<file path="config.mk">
export PLATFORM = sky130hd
export DESIGN_NAME = vote_capture_flat
export DESIGN_NICKNAME = d
export VERILOG_FILES = /design/src/rtl/vote_capture_if.sv /design/src/rtl/vote_capture.sv /design/src/flat_wrapper.sv
export SDC_FILE = /design/constraint.sdc
export NUM_CORES = 1
export LEC_CHECK = 0
export CORE_MARGIN = 5
export CORE_UTILIZATION = 40
export CTS_CLUSTER_SIZE = 14
export DETAILED_ROUTE_END_ITERATION = 16
export PLACE_DENSITY_LB_ADDON = 0.2
export SLEW_MARGIN = 10
export SYNTH_ARGS = -nofsm -noshare
export SYNTH_HDL_FRONTEND = slang
export SYNTH_SLANG_ARGS = --single-unit
export TNS_END_PERCENT = 5
</file>
<file path="constraint.sdc">
create_clock -name clk -period 1.8 [get_ports clk]
set_clock_uncertainty 0.15 [all_clocks]
set_input_delay 0.45 -clock clk [delete_from_list [all_inputs] [get_ports clk]]
set_output_delay 0.45 -clock clk [all_outputs]
set_load 0.01 [all_outputs]
</file>
<file path="src/rtl/vote_capture_if.sv">
// Vote capture bus: start/buttons in, frozen A/B/C result and status out.
// master drives start/btn; slave (the capture block) drives the result side.
interface vote_capture_if;
    logic       start;
    logic [2:0] btn;
    logic       A;
    logic       B;
    logic       C;
    logic       valid;
    logic       busy;
    logic [2:0] voted;

    modport master (
        output start,
        output btn,
        input  A,
        input  B,
        input  C,
        input  valid,
        input  busy,
        input  voted
    );

    modport slave (
        input  start,
        input  btn,
        output A,
        output B,
        output C,
        output valid,
        output busy,
        output voted
    );
endinterface

</file>
<file path="src/rtl/vote_capture.sv">
// Voter front end: sync + debounce three buttons, run a timed session,
// present a frozen {C,B,A} vote word with valid. Ports: clk, rst_n, bus.
module vote_capture #(
    parameter int DB_CYCLES     = 4,
    parameter int WINDOW_CYCLES = 64,
    parameter int CNT_W         = 8
) (
    input  logic         clk,
    input  logic         rst_n,
    vote_capture_if.slave bus
);

    localparam logic [1:0] S_IDLE    = 2'd0;
    localparam logic [1:0] S_COLLECT = 2'd1;
    localparam logic [1:0] S_DONE    = 2'd2;

    localparam logic [CNT_W-1:0] DB_LAST  = CNT_W'(DB_CYCLES - 1);
    localparam logic [CNT_W-1:0] WIN_LAST = CNT_W'(WINDOW_CYCLES - 1);

    logic [2:0]       sync1;
    logic [2:0]       sync2;
    logic [2:0]       db;
    logic [2:0]       db_d;
    logic [CNT_W-1:0] db_cnt [3];
    logic [2:0]       press;

    logic [1:0]       state;
    logic [CNT_W-1:0] win_cnt;
    logic [2:0]       voted;
    logic [2:0]       result;
    logic             valid_q;
    logic             busy_q;
    logic [2:0]       cast;
    logic             finish;

    // Debounced value flips only after DB_CYCLES consecutive mismatches.
    always_ff @(posedge clk or negedge rst_n) begin
        if (!rst_n) begin
            sync1 <= '0;
            sync2 <= '0;
            db    <= '0;
            db_d  <= '0;
            for (int i = 0; i < 3; i++) begin
                db_cnt[i] <= '0;
            end
        end else begin
            sync1 <= bus.btn;
            sync2 <= sync1;
            db_d  <= db;
            for (int i = 0; i < 3; i++) begin
                if (sync2[i] == db[i]) begin
                    db_cnt[i] <= '0;
                end else if (db_cnt[i] == DB_LAST) begin
                    db[i]     <= sync2[i];
                    db_cnt[i] <= '0;
                end else begin
                    db_cnt[i] <= db_cnt[i] + 1'b1;
                end
            end
        end
    end

    assign press  = db & ~db_d;
    // Same-edge press is folded into the final result.
    assign cast   = voted | press;
    assign finish = (voted == 3'b111) || (win_cnt == WIN_LAST);

    always_ff @(posedge clk or negedge rst_n) begin
        if (!rst_n) begin
            state   <= S_IDLE;
            win_cnt <= '0;
            voted   <= '0;
            result  <= '0;
            valid_q <= 1'b0;
            busy_q  <= 1'b0;
        end else begin
            unique case (state)
                S_IDLE: begin
                    if (bus.start) begin
                        state   <= S_COLLECT;
                        voted   <= '0;
                        win_cnt <= '0;
                        busy_q  <= 1'b1;
                    end
                end
                S_COLLECT: begin
                    win_cnt <= win_cnt + 1'b1;
                    voted   <= cast;
                    if (finish) begin
                        state   <= S_DONE;
                        result  <= cast;
                        valid_q <= 1'b1;
                        busy_q  <= 1'b0;
                    end
                end
                S_DONE: begin
                    if (bus.start) begin
                        state   <= S_COLLECT;
                        voted   <= '0;
                        win_cnt <= '0;
                        result  <= '0;
                        valid_q <= 1'b0;
                        busy_q  <= 1'b1;
                    end
                end
                default: begin
                    state <= S_IDLE;
                end
            endcase
        end
    end

    assign bus.A     = result[0];
    assign bus.B     = result[1];
    assign bus.C     = result[2];
    assign bus.valid = valid_q;
    assign bus.busy  = busy_q;
    assign bus.voted = voted;

endmodule

</file>
<file path="src/flat_wrapper.sv">
// flat-port wrapper written by rule: the top's interface ports become plain ports
module vote_capture_flat 
#(
    parameter int DB_CYCLES     = 4,
    parameter int WINDOW_CYCLES = 64,
    parameter int CNT_W         = 8
)
  (clk, rst_n, bus_start, bus_btn, bus_A, bus_B, bus_C, bus_valid, bus_busy, bus_voted);
  vote_capture_if bus_i ();
  input  logic clk;
  input  logic rst_n;
  input wire logic [$bits(bus_i.start)-1:0] bus_start;
  input wire logic [$bits(bus_i.btn)-1:0] bus_btn;
  output wire logic [$bits(bus_i.A)-1:0] bus_A;
  output wire logic [$bits(bus_i.B)-1:0] bus_B;
  output wire logic [$bits(bus_i.C)-1:0] bus_C;
  output wire logic [$bits(bus_i.valid)-1:0] bus_valid;
  output wire logic [$bits(bus_i.busy)-1:0] bus_busy;
  output wire logic [$bits(bus_i.voted)-1:0] bus_voted;
  assign bus_i.start = bus_start;
  assign bus_i.btn = bus_btn;
  assign bus_A = bus_i.A;
  assign bus_B = bus_i.B;
  assign bus_C = bus_i.C;
  assign bus_valid = bus_i.valid;
  assign bus_busy = bus_i.busy;
  assign bus_voted = bus_i.voted;
  vote_capture #(.DB_CYCLES(DB_CYCLES), .WINDOW_CYCLES(WINDOW_CYCLES), .CNT_W(CNT_W)) u_core (.clk(clk), .rst_n(rst_n), .bus(bus_i));
endmodule
</file>
Word-level counts from Yosys, hierarchy flattened
Cells that the tools add are included.
{"block": "word_totals", "in_bits": 6, "output_inout_bits": 8, "register_bits": 54}
{"block": "classes", "add_sub_neg": 4, "n_reduce_logical": 12, "n_eq_ne": 13, "bitwise": 6, "mux": 21}
{"op": "2-to-1 mux 8 bit", "count": 7}
{"op": "adder 8 x 1 -> 8 bit, second input constant", "count": 4}
{"op": "equality test 8 x 2 -> 1 bit, second input constant", "count": 3}
{"op": "case mux 8 bit (2 select lines)", "count": 1}
{"op": "case mux 3 bit (2 select lines)", "count": 2}
{"op": "AND reduction 2 bit", "count": 5}
{"op": "equality test 8 x 6 -> 1 bit, second input constant", "count": 1}
{"op": "2-to-1 mux 3 bit", "count": 2}
{"op": "AND reduction 3 bit", "count": 2}
{"op": "2-to-1 mux 1 bit", "count": 4}
{"op": "2-to-1 mux 2 bit", "count": 2}
{"op": "inequality test 2 x 1 -> 1 bit, second input constant", "count": 2}
{"op": "case mux 1 bit (2 select lines)", "count": 2}
{"op": "case mux 2 bit (2 select lines)", "count": 1}
{"op": "nonzero test 2 bit", "count": 2}
{"op": "bitwise AND 3 bit", "count": 1}
{"op": "equality test 1 bit", "count": 3}
{"op": "equality test 3 bit, second input constant", "count": 1}
{"op": "inverter 1 bit", "count": 3}
{"op": "inverter 3 bit", "count": 1}
{"op": "OR 3 bit", "count": 1}
{"op": "equality test 2 x 1 -> 1 bit, second input constant", "count": 1}
{"op": "equality test 2 bit, second input constant", "count": 1}
{"op": "zero test 2 bit", "count": 1}
{"op": "3 further kinds", "count": 3}

Logic depth before layout (Yosys ltp)
{"block": "depth", "word_depth": 5, "depth_mapped": 5}

Least setup slack after synthesis
OpenSTA, ideal clock, no wires.
{"block": "synth_timing", "path_kind": "flip-flop to flip-flop", "from": "register u_core.win_cnt[0]", "to": "register u_core.win_cnt[6]", "setup_slack_ns": 0.300, "stages_incl_launch_ff": 6, "t_required_ns": 1.521, "period_less_slack_ns": 1.500, "setup_time_ns": 0.129, "arrival_time_ns": 1.221, "cell_sequence": "dfrtp_1 > ha_1 > nand3_2 > or2_2 > o211ai_1 > o31ai_1"}
{"block": "synth_via", "elab_chain_cells": 2}
{"item": "start: declaration", "line": "vote_capture.sv:28", "text": "logic [CNT_W-1:0] win_cnt;"}
{"item": "start signal: assignment", "line": "vote_capture.sv:87", "text": "win_cnt <= win_cnt + 1'b1;"}
{"item": "adder 8 x 1 -> 8 bit", "line": "vote_capture.sv:87"}
{"item": "case mux 8 bit (2 select lines)", "line": "vote_capture.sv:77", "text": "unique case (state)"}
No other way between the ends.
A chain may end at the register's enable or synchronous reset.

Worst setup path after layout
{"block": "layout_timing", "from": "register u_core.win_cnt[0]", "to": "register u_core.result[1]"}
{"block": "layout_via", "elab_chain_cells": 4}
{"item": "equality test 8 x 6 -> 1 bit", "line": "vote_capture.sv:66", "text": "assign finish = (voted == 3'b111) || (win_cnt == WIN_LAST);"}
{"item": "logical OR 1 bit", "line": "vote_capture.sv:66"}
{"item": "inequality test 2 x 1 -> 1 bit (no line)"}
{"item": "AND reduction 3 bit (no line)"}
{"item": "end signal: assignment", "line": "vote_capture.sv:91", "text": "result <= cast;"}
{"item": "end: declaration", "line": "vote_capture.sv:30", "text": "logic [2:0] result;"}
No other way between the ends.

==> flow_metrics.tcl <==
set metrics [dict create \
    wirelength_mm 3.65 \
    synth_top_cell_by_area "dfrtp_1" \
    dp_slack_ns -0.0383 \
    cts_buffer_depth 2 \
    via_per_inst 4.83 \
    wl_per_cell_um 12.1 \
    drc 0 \
    path_clk_slew_ns 0.09 \
    ios 14 \
    avgSynthCellArea_um2 11.1 \
    slowest_delay_ns 0.39 \
    globalplace.congestion 0.751 \
    grt_max_degree 55 \
    grt_pass1_wl_mm 6.64 \
    cp_max_fo 6 \
    relSlewSlack_pct 79.6 \
    dp_cells 293 \
    mappedNetlistNets 212 \
    clk_latency_ns 0.29 \
    hold_path_class "flop to flop" \
    crit_slowest_cell "dfrtp_1" \
    synth_area_leaders "dfrtp_1 (60%), nor2_1 (5.3%), xor2_1 (4.3%), xnor2_1 (3.9%), nand2_1 (3.3%)" \
    vias 1459 \
    ys_top_cells_by_count "dfrtp_1 (54), nor2_1 (32), nand2_1 (20)" \
    io_buffers 13 \
    synth_top_area_share_pct 60.0 \
    fin_crit_sh_pct 93.1 \
    clock_sinks 54 \
    drt_iter0_drc 45 \
    setup_tns_ns 0 \
    arrival_ns 1.74 \
    place_hpwl_mm 2.58 \
    power.density_nw_per_um2 1280 \
    power_uw 3350 \
    period_needed_ns 1.68 \
    max-cap-violations 0 \
    antennaDiodeCount 0 \
    h-tree-depth 2 \
    start_util_pct 41.1 \
    drt.antenna.violating_nets 0 \
    worst_pin_slew_ns 0.302 \
    die_x_um 85.0 \
    synth-warning-count 0 \
    synth_area_um2 2250 \
    cts_tree "built" \
    grt_util_all_layers_pct 11.1 \
    first_global_vias 1475 \
    nets 239 \
    async_reset_ff_share_pct 100 \
    post-cts-setup-buffer-count 0 \
    cp_cell_sequence "ha_1, nand3_2, o41ai_4, nand2_2, a32oi_1" \
    outcome "finished clean" \
    fin_ws_ns 0.124 \
    drive_above_1_share_pct 9.57 \
    path_class "flop to flop" \
    num_rows 27 \
    slew_viol_final 0 \
    die-area_um2 7230 \
    final_cells 302 \
    cts-root-buf "clkbuf_8" \
    yosys.cell_types.count 31 \
    cts_buffers 5 \
    synth_most_common_cell "dfrtp_1" \
    ys_seq_area_share_pct 60.0 \
    rsz0062_at_grt "false" \
    hold_viol 0 \
    antenna_found_initial 0 \
    max-vdd-ir-drop_v 0.000518 \
    setup_viol 0 \
    synthCells 202 \
    r2r_slack_ns 0.12 \
    worst_ep_required_time_ns 1.86 \
    max_freq_mhz 597 \
    ys.flop_type "dfrtp_1" \
    fp.coreArea_um2 5470 \
    area.growth.synth_to_final_pct 16.3 \
    hold_ws_ns 0.204 \
    first_pass_iters 4 \
    start_kind "flop" \
    ys_ff_latch 54 \
    die_h_um 85.0 \
    synth-edff-count 0 \
    gr-total-overflow 0 \
    p_leak_uw 0.00117 \
    endpoint_kind "flop" \
]
-- logic make-up after synthesis --
group / share of synthesized area (%)
AO/OA/AOI/OAI: 6.45
XOR/XNOR: 8.17
adder cells (fa/ha/maj): 2.22
buffers and inverters: 0.722
flip-flops: 60.0
multiplexers: 2.83
AND/OR/NAND/NOR: 19.6
-- per-layer routing --
layer	track usage (%)	routed length (um)
met1	15.4	1830
met2	17.2	1690
met3	2.72	106
met4	3.45	28
met5	0	0
-- metrics by stage --
stage	utilization, %	area (um^2)
after global placement	46.2	2530
after CTS	47.8	2620
after global routing	47.8	2620
after floorplan	-	2250
after detailed placement	46.2	2530
final	47.8	2620
-- cell type report --
| type | count | area [um^2] |
|---|---|---|
| clock buffer | 7 | 86.3 |
| clock inverter | 1 | 5.00 |
| fill | 543 | 2860 |
| inverter | 3 | 11.3 |
| multi-input combinational | 144 | 883 |
| sequential | 54 | 1350 |
| tap | 72 | 90.1 |
| timing repair buffer | 21 | 190 |
-- cells in the final DEF (no fill, tap or decap), types with 2 or more instances in the layout --
cell type	synthesis	layout
dfrtp_1	54	54
nor2_1	32	32
nand2_1	20	20
nand3_1	14	14
xor2_1	11	11
xnor2_1	10	10
dlygate4sd2_1	0	8
o21ai_0	7	7
clkbuf_8	0	6
buf_4	0	6
nand2b_1	5	5
a21oi_1	5	5
and3_1	4	4
nor3_1	4	4
nor2b_1	4	4
ha_1	4	4
clkdlybuf4s50_1	0	4
inv_1	3	3
mux2i_1	3	3
mux2_2	3	3
a32oi_1	3	3
nor4_1	2	2
nor4b_1	2	2
-- worst max-delay path: cells and delay by family, from the launching register on --
kind	cells	cell delay [ns]
AO/OA/AOI/OAI	2	0.53
adder cells (fa/ha/maj)	1	0.22
AND/OR/NAND/NOR	2	0.29
flip-flops	1	0.39
-- registers in the layout, indices dropped and copies added (netlist names) --
signal and cells:
u_core.bus.busy 1, u_core.bus.valid 1, u_core.bus.voted 3, u_core.db 3, u_core.db_cnt 24, u_core.db_d 3, u_core.result 3, u_core.state 2
u_core.sync1 3, u_core.sync2 3, u_core.win_cnt 8
-- path summary, 6_finish.rpt --
check,end,startpoint,cells past startpoint
setup / recovery,u_core.result[1]$_DFFE_PN0P_,u_core.win_cnt[0]$_DFFE_PN0P_,5
max in group asynchronous,u_core.db[1]$_DFFE_PN0P_,rst_n,3
hold / removal,u_core.sync2[1]$_DFF_PN0_,u_core.sync1[1]$_DFF_PN0_,0
min in group asynchronous,u_core.db_cnt[2]$_DFF_PN0_,rst_n,3
hold reg to reg,u_core.sync2[1]$_DFF_PN0_,u_core.sync1[1]$_DFF_PN0_,0
setup reg to reg,u_core.result[1]$_DFFE_PN0P_,u_core.win_cnt[0]$_DFFE_PN0P_,5
-- repair_timing --
item	4_1_cts	5_1_grt
hold buffers	1	0
hold endpoints to repair	54	0
resized for setup	8	0
endpoints found under the setup margin	8	0
-- where the power goes --
part / total, uW / leakage (uW) / internal, uW / switching [uW]
clock network: 674 / 0.0000482 / 311 / 363
registers: 1730 / 0.000686 / 1490 / 233
logic: 951 / 0.000436 / 442 / 510
(Power assumes the default switching activity.)
